[src/rtl/bp_read_port_arbiter_pkg.sv]
`default_nettype none
// ============================================================================
//  Module      : bp_read_port_arbiter_pkg
//  Description : Shared types for the BP backup file / PC file read-port
//                arbiter: fetch ID, update payload and read-owner tag.
//  Revision    : 1.0 - initial release
// ============================================================================
package bp_read_port_arbiter_pkg;

    localparam int BP_FID_W = 5;
    localparam int BP_UPD_W = 16;

    typedef logic [BP_FID_W-1:0] FetchID_t;
    typedef logic [BP_UPD_W-1:0] BPUpdate;

    // Which consumer owns the read data returning one cycle after a grant
    typedef enum logic [1:0] {
        RD_NONE = 2'd0,
        RD_REC  = 2'd1,
        RD_UPD  = 2'd2
    } ReadOwner;

endpackage
`default_nettype wire

[src/rtl/bp_read_port_arbiter_update_fifo.sv]
`default_nettype none
// ============================================================================
//  Module      : update_fifo
//  Description : Small in-order buffer for committed branch updates with head
//                peek, enqueue/dequeue, occupancy count and full/empty flags.
//  Revision    : 1.0 - initial release
// ============================================================================
module update_fifo
    import bp_read_port_arbiter_pkg::*;
#(
    parameter int WIDTH = BP_FID_W + BP_UPD_W,
    parameter int DEPTH = 4
) (
    input  logic                       clk,
    input  logic                       rst,
    input  logic                       enq,
    input  logic [WIDTH-1:0]           enq_data,
    input  logic                       deq,
    output logic [WIDTH-1:0]           head,
    output logic [$clog2(DEPTH):0]     count,
    output logic                       full,
    output logic                       empty
);

    localparam int PTR_W = $clog2(DEPTH);
    localparam int CNT_W = PTR_W + 1;
    localparam logic [CNT_W-1:0] DEPTH_CNT = CNT_W'(DEPTH);

    logic [WIDTH-1:0] mem [DEPTH];
    logic [PTR_W-1:0] wr_ptr;
    logic [PTR_W-1:0] rd_ptr;
    logic [CNT_W-1:0] occ;

    assign head  = mem[rd_ptr];
    assign count = occ;
    assign full  = (occ == DEPTH_CNT);
    assign empty = (occ == '0);

    // Storage array: written at the tail, contents are don't-care until valid
    always_ff @(posedge clk) begin
        if (enq) begin
            mem[wr_ptr] <= enq_data;
        end
    end

    // Pointers wrap naturally because DEPTH is a power of two
    always_ff @(posedge clk or negedge rst) begin
        if (!rst) begin
            wr_ptr <= '0;
            rd_ptr <= '0;
            occ    <= '0;
        end else begin
            if (enq) begin
                wr_ptr <= wr_ptr + 1'b1;
            end
            if (deq) begin
                rd_ptr <= rd_ptr + 1'b1;
            end
            case ({enq, deq})
                2'b10:   occ <= occ + 1'b1;
                2'b01:   occ <= occ - 1'b1;
                default: occ <= occ;
            endcase
        end
    end

endmodule
`default_nettype wire

[src/rtl/bp_read_port_arbiter.sv]
`default_nettype none
// ============================================================================
//  Module      : bp_read_port_arbiter
//  Description : Arbitrates the shared BP backup file / PC file read port
//                between mispredict recovery (always wins) and buffered
//                committed branch updates. Tags returning read data with its
//                owner, drives the fetch limit and a starvation status flag.
//  Revision    : 1.0 - initial release
// ============================================================================
module bp_read_port_arbiter
    import bp_read_port_arbiter_pkg::*;
#(
    parameter int FID_W    = BP_FID_W,
    parameter int UPD_W    = BP_UPD_W,
    parameter int DEPTH    = 4,
    parameter int STARVE_W = 4
) (
    input  logic              clk,
    input  logic              rst,
    input  logic              IN_misprValid,
    input  logic [FID_W-1:0]  IN_misprFetchID,
    input  logic              IN_misprNeedPC,
    input  logic              IN_updValid,
    input  logic [FID_W-1:0]  IN_updFetchID,
    input  logic [UPD_W-1:0]  IN_updData,
    output logic              OUT_updReady,
    output logic              OUT_bpFileRE,
    output logic [FID_W-1:0]  OUT_bpFileRAddr,
    output logic              OUT_pcFileRE,
    output logic [FID_W-1:0]  OUT_pcFileRAddr,
    output logic              OUT_recValid,
    output logic [FID_W-1:0]  OUT_recFetchID,
    output logic              OUT_updActValid,
    output logic [FID_W-1:0]  OUT_updActFetchID,
    output logic [UPD_W-1:0]  OUT_updActData,
    output logic              OUT_limitValid,
    output logic [FID_W-1:0]  OUT_limitFetchID,
    output logic              OUT_starved
);

    localparam int ENT_W = FID_W + UPD_W;
    localparam int CNT_W = $clog2(DEPTH) + 1;

    logic [ENT_W-1:0]    fifo_head;
    logic [CNT_W-1:0]    fifo_count;
    logic                fifo_full;
    logic                fifo_empty;
    logic [FID_W-1:0]    head_id;
    logic [UPD_W-1:0]    head_data;

    ReadOwner            owner;
    logic                bp_re;
    logic                pc_re;
    logic [FID_W-1:0]    grant_id;
    logic [UPD_W-1:0]    grant_data;
    logic                deq;
    logic                bypass;
    logic                accept;
    logic                enq;

    logic [STARVE_W-1:0] starve_cnt;

    assign head_id   = fifo_head[ENT_W-1:UPD_W];
    assign head_data = fifo_head[UPD_W-1:0];

    update_fifo #(
        .WIDTH (ENT_W),
        .DEPTH (DEPTH)
    ) u_update_fifo (
        .clk      (clk),
        .rst      (rst),
        .enq      (enq),
        .enq_data ({IN_updFetchID, IN_updData}),
        .deq      (deq),
        .head     (fifo_head),
        .count    (fifo_count),
        .full     (fifo_full),
        .empty    (fifo_empty)
    );

    // Port grant: recovery first, then queued head, then same-cycle bypass
    always_comb begin
        owner      = RD_NONE;
        bp_re      = 1'b0;
        pc_re      = 1'b0;
        grant_id   = IN_misprFetchID;
        grant_data = IN_updData;
        deq        = 1'b0;
        bypass     = 1'b0;
        if (IN_misprValid) begin
            owner    = RD_REC;
            bp_re    = 1'b1;
            pc_re    = IN_misprNeedPC;
            grant_id = IN_misprFetchID;
        end else if (!fifo_empty) begin
            owner      = RD_UPD;
            bp_re      = 1'b1;
            pc_re      = 1'b1;
            grant_id   = head_id;
            grant_data = head_data;
            deq        = 1'b1;
        end else if (IN_updValid) begin
            // Only reachable with an empty queue, so ordering is preserved
            owner      = RD_UPD;
            bp_re      = 1'b1;
            pc_re      = 1'b1;
            grant_id   = IN_updFetchID;
            grant_data = IN_updData;
            bypass     = 1'b1;
        end
    end

    // Readiness uses the pre-dequeue occupancy, so a full queue stays closed
    // for the cycle in which its head drains
    assign OUT_updReady = !fifo_full;
    assign accept       = IN_updValid && !fifo_full;
    assign enq          = accept && !bypass;

    assign OUT_bpFileRE    = bp_re;
    assign OUT_bpFileRAddr = grant_id;
    assign OUT_pcFileRE    = pc_re;
    assign OUT_pcFileRAddr = grant_id;

    // Fetch must not overwrite the oldest entry still waiting for its read
    assign OUT_limitValid   = (fifo_count != '0) || IN_updValid;
    assign OUT_limitFetchID = (fifo_count != '0) ? head_id : IN_updFetchID;

    // Tag the data returning next cycle with the consumer that owns it
    always_ff @(posedge clk or negedge rst) begin
        if (!rst) begin
            OUT_recValid      <= 1'b0;
            OUT_recFetchID    <= '0;
            OUT_updActValid   <= 1'b0;
            OUT_updActFetchID <= '0;
            OUT_updActData    <= '0;
        end else begin
            OUT_recValid      <= (owner == RD_REC);
            OUT_recFetchID    <= grant_id;
            OUT_updActValid   <= (owner == RD_UPD);
            OUT_updActFetchID <= grant_id;
            OUT_updActData    <= grant_data;
        end
    end

    // Count cycles where recovery holds the port while updates wait
    always_ff @(posedge clk or negedge rst) begin
        if (!rst) begin
            starve_cnt <= '0;
        end else if (owner == RD_UPD) begin
            starve_cnt <= '0;
        end else if (IN_misprValid && !fifo_empty && !(&starve_cnt)) begin
            starve_cnt <= starve_cnt + 1'b1;
        end
    end

    assign OUT_starved = &starve_cnt;

endmodule
`default_nettype wire

[config.mk]
export PLATFORM = sky130hd
export DESIGN_NAME = bp_read_port_arbiter
export DESIGN_NICKNAME = d
export VERILOG_FILES = /design/src/rtl/bp_read_port_arbiter_pkg.sv /design/src/rtl/bp_read_port_arbiter_update_fifo.sv /design/src/rtl/bp_read_port_arbiter.sv
export SDC_FILE = /design/constraint.sdc
export NUM_CORES = 1
export LEC_CHECK = 0
export CAP_MARGIN = 20
export CORE_ASPECT_RATIO = 1.4
export CORE_MARGIN = 2
export CORE_UTILIZATION = 53
export DETAILED_ROUTE_END_ITERATION = 6
export PLACE_DENSITY = 0.79
export SYNTH_ARGS = -nofsm -noshare
export SYNTH_HDL_FRONTEND = slang
export SYNTH_SLANG_ARGS = --single-unit
[constraint.sdc]
create_clock -name clk -period 2.3 [get_ports clk]
set_input_delay 0.46 -clock clk [delete_from_list [all_inputs] [get_ports clk]]
set_output_delay 0.46 -clock clk [all_outputs]
set_load 0.01 [all_outputs]
==> results.toml, run 1 <==
[die]
core_um2 = 8930
die_x_um = 84.5
die_area_um2 = 9870
pin_count = 79
die_h_um = 117
initial_utilization = 0.539
std_cell_rows = 41

[worst_setup_path]
max_stage_delay_ps = 550
slowest_stage = "or4b_4"
required_ps = 1840
cp_max_fo = 4
worstSetupPathType = "flop to output pin"
cp_cell_sequence = "or4b_4 > buf_6 > o22a_1 > o22a_1 > buf_2"
crit_top_cell = "o22a_1"
crit_family = "simple AND/OR/NAND/NOR gates"
arrival_ps = 2030
crit_path_start_kind = "flop"
critPathBufInv = 2
crit_path_end_kind = "output pin"

[timing]
hold_viol_final = 0
worst_slew_pin_slew_ps = 805
setup_tns_ps = -1760
slew_headroom = 0.463
rsz0062_at_grt = "yes"
maxSlewViolCount = 0
fin_crit_ps = 2490
setup_violations = 10
period_share = 1.08
max_freq_mhz = 402
finClkSkew_ps = 6.27
setup_ws_ps = -189
fin_hold_ws_ps = 140

[yosys]
synth_common_cells = "edfxtp_1, dfrtp_1, nand2_1"
ys.warnings.count = 0
synth_cell_types = 36
yosysSeqAreaShare = 0.701
synth.avg_cell_area_um2 = 18.9
synth_nets = 293
synth_top_cell_by_area = "edfxtp_1"
synth_ff_type = "edfxtp_1"
synth_top_area_frac = 0.524
synth_seq_cells = 118
synth_cells = 255
ys_top_cells_by_area = "edfxtp_1, dfrtp_1, mux4_1, mux4_2, mux2_4"
synth_edf_count = 84
syn_area_um2 = 4810
synth_most_common_cell = "edfxtp_1"
synthArstFlopShare = 0.288

[drt]
drt_iter0_markers = 143
wirelength_mm = 9.89
wire_per_inst_um = 19.9
num_vias = 2720
drc_errors = 0
dr.pass1.iters = 4
viasPerCell = 5.48
ant_nets = 0

[cells_and_area]
drive_above_1_share = 0.334
layout.nets = 414
n_antenna_cell = 0
layout.cells.non_filler = 496
fin_area_um2 = 6500
final_core_util = 0.728
syn_to_final_growth_pct = 35.1

[grt]
grt_max_degree = 35
grt_usage = 0.213
gr-total-overflow = 0
grt_pass1_vias = 2915
grt_pass1_wl_mm = 15.2
antenna_found_initial = 0

[power_and_ir_drop]
power.internal_mw = 6.42
power_mw = 8.87
p_leak_nw = 2.54
combPwrFrac = 0.333
pwr_density_cell_nw_per_um2 = 1360
seq_power_share = 0.345
swShare = 0.276
ir_worst_vdd_mv = 0.879
clock_power_share = 0.322
p_sw_mw = 2.45

[place]
globalplace.congestion = 0.714
place_area_um2 = 5820
port_buffers = 78
dp.cells = 451
post-place-ws_ps = -648
post-dp-hpwl_mm = 5.78

[run_status]
status = "finished with violations"
violations = "setup timing"

[clocking]
cts_tree = "yes"
numCtsBuffers = 17
htree_levels = 4
root_buffer = "clkbuf_16"
insertion_delay_ps = 410
cts_buffer_depth = 2
clk_pin_slew_worst_paths_ps = 50
clock_sinks = 118

[worst_hold_path]
hp-class = "primary input to async pin"

[run]
cap_violations = 0
[what timing repair did]
action,CTS,global route
setup endpoints to repair,18,16
buffers inserted,10,3
gates resized for setup,77,5
hold buffers,0,0
pin swaps,9,2
[worst paths after layout]
kind | startpoint | endpoint | slack, ps | cells after the start
min in group clk | starve_cnt[3] | starve_cnt[3] | 570 | 2
max | u_update_fifo.count[0] | OUT_pcFileRAddr[0] | -190 | 5
min | rst | OUT_updActData[4] | 140 | 1
max reg2reg | u_update_fifo.count[0] | u_update_fifo.count[2] | 250 | 11
max in group asynchronous | rst | OUT_updActData[13] | 1640 | 1
min reg2reg | starve_cnt[3] | starve_cnt[3] | 570 | 2
[worst reg2reg max path, stage by stage (launching register included)]
cell and delay, ps:
dfrtp_1 350, buf_4 150, nor3_4 50, buf_4 140, buf_4 130, nor2_2 120, ha_1 190, inv_1 60
fa_1 370, xor2_1 150, nor2_1 110, xor2_1 160
[power groups by stage]
stage	Clock (mW)	Combinational [mW]	Sequential, mW
2_1_floorplan	0	1.64	3.13
3_3_place_gp	0	2.85	3.04
3_5_place_dp	0	2.89	3.07
4_1_cts	2.89	2.96	3.06
5_1_grt	2.98	3.16	3.11
6_report	2.85	2.95	3.06
[cells by family (layout without fill, tap and decap cells)]
kind of cell | count (synthesis) | in the layout | share of synthesized area
buf+inv | 28 | 162 | 0.0393
fa+ha+maj | 7 | 7 | 0.0198
flops | 118 | 118 | 0.701
mux | 40 | 40 | 0.158
xor+xnor | 6 | 6 | 0.0109
compound gates | 19 | 19 | 0.0289
simple gates | 37 | 37 | 0.0419
[flip-flops by register name (all words and copies together) (netlist names)]
name                  flops
OUT_updActData           16
starve_cnt                4
OUT_recValid              1
OUT_updActFetchID         5
u_update_fifo.wr_ptr      2
OUT_updActValid           1
u_update_fifo.count       3
u_update_fifo.mem        84
u_update_fifo.rd_ptr      2
[layout make-up]
class,instances,area (um2)
clock buffer,19,443
timing repair buffer,123,1070
sequential,118,3370
clock inverter,13,205
tap,107,134
multi-input combinational,109,1250
fill,542,2430
inverter,7,26.3
[metal layers]
| metal | vias up | track usage | part of all wire |
|---|---|---|---|
| li1 | 1213 | - | - |
| met1 | 1403 | 0.226 | 0.37 |
| met2 | 83 | 0.381 | 0.55 |
| met3 | 21 | 0.0622 | 0.047 |
| met4 | 0 | 0.117 | 0.026 |
| met5 | - | 0 | 0 |
[layout by cell type (no fill, tap or decap), types with 3 or more instances in the layout]
cell,count
mux4_1,8
nand2_1,17
ha_1,6
clkdlybuf4s50_1,58
mux4_2,13
inv_1,7
mux2_4,8
mux2_2,10
buf_2,17
clkinv_4,3
xor2_1,4
or3_1,3
dfrtp_1,34
o22a_1,10
edfxtp_1,84
buf_4,39
bufinv_16,5
clkbuf_16,17
and2_1,4
a21oi_1,5
buf_6,3
Note: power is estimated with default switching activity, not from simulation.
==> run 2: changes to the inputs <==
--- a/config.mk
+++ b/config.mk
@@ -11,6 +11,8 @@
 export CORE_UTILIZATION = 53
 export DETAILED_ROUTE_END_ITERATION = 6
 export PLACE_DENSITY = 0.79
+export SETUP_SLACK_MARGIN = 0.1
 export SYNTH_ARGS = -nofsm -noshare
 export SYNTH_HDL_FRONTEND = slang
 export SYNTH_SLANG_ARGS = --single-unit
+export TNS_END_PERCENT = 1
==> constraint.sdc (replaced) <==
create_clock -name clk -period 2.8 [get_ports clk]
set_input_delay 0.56 -clock clk [delete_from_list [all_inputs] [get_ports clk]]
set_output_delay 0.56 -clock clk [all_outputs]
set_load 0.01 [all_outputs]
==> run 2 against run 1 <==
- the run now ends clean
- combinational power is 23% lower
- first-iteration DRC count is 6.3% lower
- worst setup slack better by 250 ps
- sequential share of layout area is 1.8 points higher
- wire length is 6.2% lower
- sequential power is 17% lower
- largest cell class unchanged
- largest power group unchanged
==> results.toml, run 2 (synthesized netlist as in run 1, its figures left out) <==
[timing]
rsz0062_at_grt = "yes"
fin_crit_ps = 2740
max_freq_mhz = 366
period_share = 0.977
setup_tns_ps = 0
finClkSkew_ps = 14.3
setup_violations = 0
slew_headroom = 0.434
worst_slew_pin_slew_ps = 849
hold_viol_final = 0
maxSlewViolCount = 0

[clocking]
cts_buffer_depth = 2
clock_sinks = 118
numCtsBuffers = 17
insertion_delay_ps = 420
hold_buffers = 0
cts_tree = "yes"
root_buffer = "clkbuf_16"
clk_pin_slew_worst_paths_ps = 60
htree_levels = 4

[worst_setup_path]
worstReg2RegStart = "u_update_fifo.count[2]"
worstSetupPathType = "flop to output pin"
slowest_stage = "mux4_2"
critPathBufInv = 2
rr_worst_depth = 11
crit_path_end_kind = "output pin"
r2r_slack_ps = 710
arrival_ps = 2180
worst_r2r_endpoint = "u_update_fifo.count[2]"
required_ps = 2240
crit_path_start_kind = "flop"
max_stage_delay_ps = 510
crit_family = "multiplexers"
cp_max_fo = 7
cp_cell_sequence = "buf_4 > mux4_2 > o22a_1 > o22a_1 > clkdlybuf4s15_1"
crit_top_cell = "o22a_1"

[place]
globalplace.congestion = 0.730
dp.cells = 441
post-dp-hpwl_mm = 5.87
port_buffers = 78

[power_and_ir_drop]
ir_worst_vdd_mv = 0.730
p_leak_nw = 2.42
p_sw_mw = 1.94
power_mw = 6.83
combPwrFrac = 0.334
seq_power_share = 0.371
pwr_density_cell_nw_per_um2 = 1090
swShare = 0.284
power.internal_mw = 4.89
clock_power_share = 0.295

[drt]
ant_nets = 0
drt_iter0_markers = 134
num_vias = 2621
drc_errors = 0
wirelength_mm = 9.28
dr.pass1.iters = 4
viasPerCell = 5.49
wire_per_inst_um = 19.5

[cells_and_area]
layout_common_cells = "edfxtp_1, clkdlybuf4s50_1, dfrtp_1, buf_4"
layout.cells.non_filler = 477
regMostFlops = "u_update_fifo.mem"
drive_above_1_share = 0.262
syn_to_final_growth_pct = 30.7
n_antenna_cell = 0
layout.nets = 395
reg_top3 = "u_update_fifo.mem: 84 flops, OUT_updActData: 16 flops, OUT_updActFetchID: 5 flops"
n_fill_cell = 576
largest_reg_flops = 84
final_common_cell = "edfxtp_1"

[grt]
grt_pass1_vias = 2908
antenna_found_initial = 0
gr-total-overflow = 0
grt_max_degree = 35
grt_usage = 0.210
grt_pass1_wl_mm = 14.8

[run_status]
status = "completed"

[die]
std_cell_rows = 41
initial_utilization = 0.539
die_x_um = 84.5
pin_count = 79
die_area_um2 = 9870
die_h_um = 117
core_um2 = 8930

[run]
cap_violations = 0

[worst_hold_path]
hp-class = "primary input to async pin"
-- run 2: cell count changes in the layout (fill, tap and decap cells not counted), sizes merged --
cell | before | now
buf | 62 | 29
dlygate4sd2 | 2 | 9
clkdlybuf4s50 | 58 | 63
clkinv | 6 | 10
bufinv | 5 | 2
clkbuf | 20 | 18
clkdlybuf4s15 | 0 | 1
clkinvlp | 2 | 3
dlymetal6s2s | 0 | 1
-- run 2: worst max-delay path by stage --
stage	start	to	slack [ps]	cells after the start
6_report	u_update_fifo.rd_ptr[0]	OUT_pcFileRAddr[2]	60	5
3_3_place_gp	IN_updValid	OUT_bpFileRAddr[0]	-340	5
2_1_floorplan	IN_updValid	OUT_pcFileRAddr[0]	580	4
5_1_grt	u_update_fifo.rd_ptr[0]	OUT_pcFileRAddr[2]	-4	5
4_1_cts	u_update_fifo.rd_ptr[0]	OUT_pcFileRAddr[1]	20	4
3_5_place_dp	IN_updValid	OUT_bpFileRAddr[0]	-360	5
-- run 2: area by class of cell --
cell class	count	area, um2	area share
Clock inverter	15	139	0.0221
Sequential cell	118	3380	0.537
Multi-Input combinational cell	109	1240	0.197
Clock buffer	17	425	0.0676
Timing Repair Buffer	104	947	0.151
Inverter	7	26.3	0.00418
Tap cell	107	134	0.0213
-- run 2: power groups by stage --
| stage | registers, mW | clock network (mW) | logic (mW) |
|---|---|---|---|
| global route | 2.58 | 2.14 | 2.45 |
| detailed placement | 2.55 | 0 | 2.29 |
| global placement | 2.53 | 0 | 2.23 |
| CTS | 2.54 | 2.05 | 2.31 |
| finish | 2.53 | 2.01 | 2.28 |
| floorplan | 2.57 | 0 | 1.35 |
-- run 2: worst register-to-register path: stages (launching register included) --
cell,delay [ps]
dfrtp_1,360
buf_4,150
nor3_4,50
buf_4,150
buf_4,130
nor2_2,110
ha_1,200
inv_1,70
fa_1,380
xor2_1,160
nor2_1,120
xor2_1,150
-- run 2: what timing repair did --
action | 4_1_cts | 5_1_grt
gates cloned | 0 | 0
pin swaps | 3 | 0
setup endpoints to repair | 16 | 11
buffers inserted | 3 | 1
resized for setup | 24 | 5
-- run 2: metrics by stage --
| step | hold slack (ps) | worst slack (ps) | instance area [um2] | utilization |
|---|---|---|---|---|
| finish | 249 | 64.5 | 6290 | 0.705 |
| detailed placement | 562 | -363 | 5720 | 0.641 |
| CTS | 278 | 21.2 | 6290 | 0.705 |
| global placement | 543 | -338 | 5720 | 0.641 |
| floorplan | 264 | 576 | 4810 | - |
| global route | 308 | -3.64 | 6290 | 0.705 |
-- run 2: routing by layer --
layer | part of all wire | global-route usage | routed length [um]
met2 | 0.56 | 0.376 | 5180
met1 | 0.38 | 0.223 | 3490
met3 | 0.043 | 0.0664 | 397
met4 | 0.022 | 0.106 | 206
met5 | 0 | 0 | 0
==> run 3: changes to the inputs <==
==> constraint.sdc (replaced) <==
create_clock -name clk -period 2.7 [get_ports clk]
set_input_delay 0.54 -clock clk [delete_from_list [all_inputs] [get_ports clk]]
set_output_delay 0.54 -clock clk [all_outputs]
set_load 0.01 [all_outputs]
==> run 3 against run 2 <==
- worst setup slack improved by 58 ps
- first-iteration DRC count increased by 26%
- critical path depth decreased by 1
- global-route usage increased by 0.44 points
- cell count increased by 1.5%
- hold slack got worse by 5.5 ps
- largest cell class unchanged
- sequential power increased by 4%
- largest power group unchanged
- flip-flop and latch count unchanged
- power increased by 5.4%
- combinational power increased by 6%
==> results.toml, run 3 (synthesized netlist as in run 1, its figures left out) <==
[drt]
viasPerCell = 5.63
wire_per_inst_um = 20.4
ant_nets = 0
drt_iter0_markers = 169
num_vias = 2723
wirelength_mm = 9.89
drc_errors = 0
dr.pass1.iters = 4

[clocking]
cts_tree = "yes"
cts_buffer_depth = 2
numCtsBuffers = 17
clk_pin_slew_worst_paths_ps = 60
root_buffer = "clkbuf_16"
hold_buffers = 0
htree_levels = 4
insertion_delay_ps = 410
clock_sinks = 118

[timing]
fin_crit_ps = 2580
slew_headroom = 0.415
period_share = 0.955
fin_hold_ws_ps = 244
setup_violations = 0
finClkSkew_ps = 8.35
hold_viol_final = 0
maxSlewViolCount = 0
max_freq_mhz = 388
rsz0062_at_grt = "yes"
worst_slew_pin_slew_ps = 877

[power_and_ir_drop]
p_leak_nw = 2.44
ir_worst_vdd_mv = 0.648
pwr_density_cell_nw_per_um2 = 1130
power_mw = 7.20

[worst_setup_path]
arrival_ps = 2040
worstSetupPathType = "flop to output pin"
required_ps = 2160
rr_worst_depth = 11
r2r_slack_ps = 560
crit_path_start_kind = "flop"
crit_path_end_kind = "output pin"
cp_max_fo = 8

[cells_and_area]
layout.cells.non_filler = 484
drive_above_1_share = 0.289
final_common_cell = "edfxtp_1"
n_fill_cell = 568
seq_area_um2 = 3370
reg_top3 = "u_update_fifo.mem: 84 flops, OUT_updActData: 16 flops, OUT_updActFetchID: 5 flops"
syn_to_final_growth_pct = 31.8
n_antenna_cell = 0
regMostFlops = "u_update_fifo.mem"
layout.nets = 402
multi_input_area_um2 = 1240
largest_reg_flops = 84
layout_common_cells = "edfxtp_1, clkdlybuf4s50_1, dfrtp_1, buf_4"

[die]
die_area_um2 = 9870
pin_count = 79
die_x_um = 84.5
die_h_um = 117
initial_utilization = 0.539
std_cell_rows = 41
core_um2 = 8930

[grt]
grt_usage = 0.214
antenna_found_initial = 0
gr-total-overflow = 0
grt_max_degree = 35
grt_pass1_vias = 2887
grt_pass1_wl_mm = 15.3

[worst_hold_path]
hp-class = "primary input to async pin"

[place]
post-dp-hpwl_mm = 6.16
globalplace.congestion = 0.718
port_buffers = 78
dp.cells = 447

[run]
cap_violations = 0

[run_status]
status = "completed"
[run 3: changes by cell type in the layout (fill, tap and decap cells not counted), moves of 2 or more]
cell | previous run | this run
buf_2 | 3 | 9
buf_4 | 26 | 29
buf_6 | 0 | 4
clkdlybuf4s50_1 | 63 | 59
clkinv_2 | 7 | 2
clkinvlp_4 | 3 | 5
inv_6 | 0 | 2
[run 3: repair_timing]
item | 4_1_cts | 5_1_grt
gates cloned | 0 | 0
setup buffers | 5 | 0
pin swaps | 5 | 0
setup endpoints to repair | 18 | 11
gates resized for setup | 53 | 1
[run 3: power breakdown]
group | switching, mW | internal, mW
clock | 0.808 | 1.36
combinational | 1.11 | 1.31
sequential | 0.187 | 2.43
[run 3: area by class of cell]
cell class,count,share of cell area
Timing Repair Buffer,111,0.156
Sequential cell,118,0.532
Multi-Input combinational cell,109,0.195
Tap cell,107,0.0211
Clock inverter,15,0.0245
Clock buffer,17,0.0671
Inverter,7,0.00414
[run 3: worst max-delay path, stage by stage, from the launching register on]
cell             delay, ps
dfrtp_1                560
mux4_2                 380
o22a_1                 220
o22a_1                 220
clkdlybuf4s15_1        240
[run 3: layer usage]
metal	wire length (um)	track usage	part of all wire
met4	191	0.0984	0.019
met1	3640	0.231	0.37
met3	501	0.0587	0.051
met5	0	0	0
met2	5550	0.391	0.56
[run 3: path summary, 6_finish.rpt]
kind,start,endpoint
max,u_update_fifo.rd_ptr[1],OUT_pcFileRAddr[3]
min,rst,OUT_updActData[0]
max in group asynchronous,rst,u_update_fifo.rd_ptr[0]
max reg2reg,u_update_fifo.count[1],u_update_fifo.count[2]
min reg2reg,starve_cnt[3],starve_cnt[3]
min in group clk,starve_cnt[3],starve_cnt[3]
[run 3: metrics by stage]
step | utilization | setup WS (ps) | setup TNS (ps) | area (um2)
floorplan | - | 516 | 0 | 4810
global placement | 0.646 | -400 | -3890 | 5770
detailed placement | 0.646 | -421 | -3990 | 5770
CTS | 0.710 | 101 | 0 | 6340
global route | 0.710 | 56.8 | 0 | 6340
finish | 0.710 | 122 | 0 | 6340
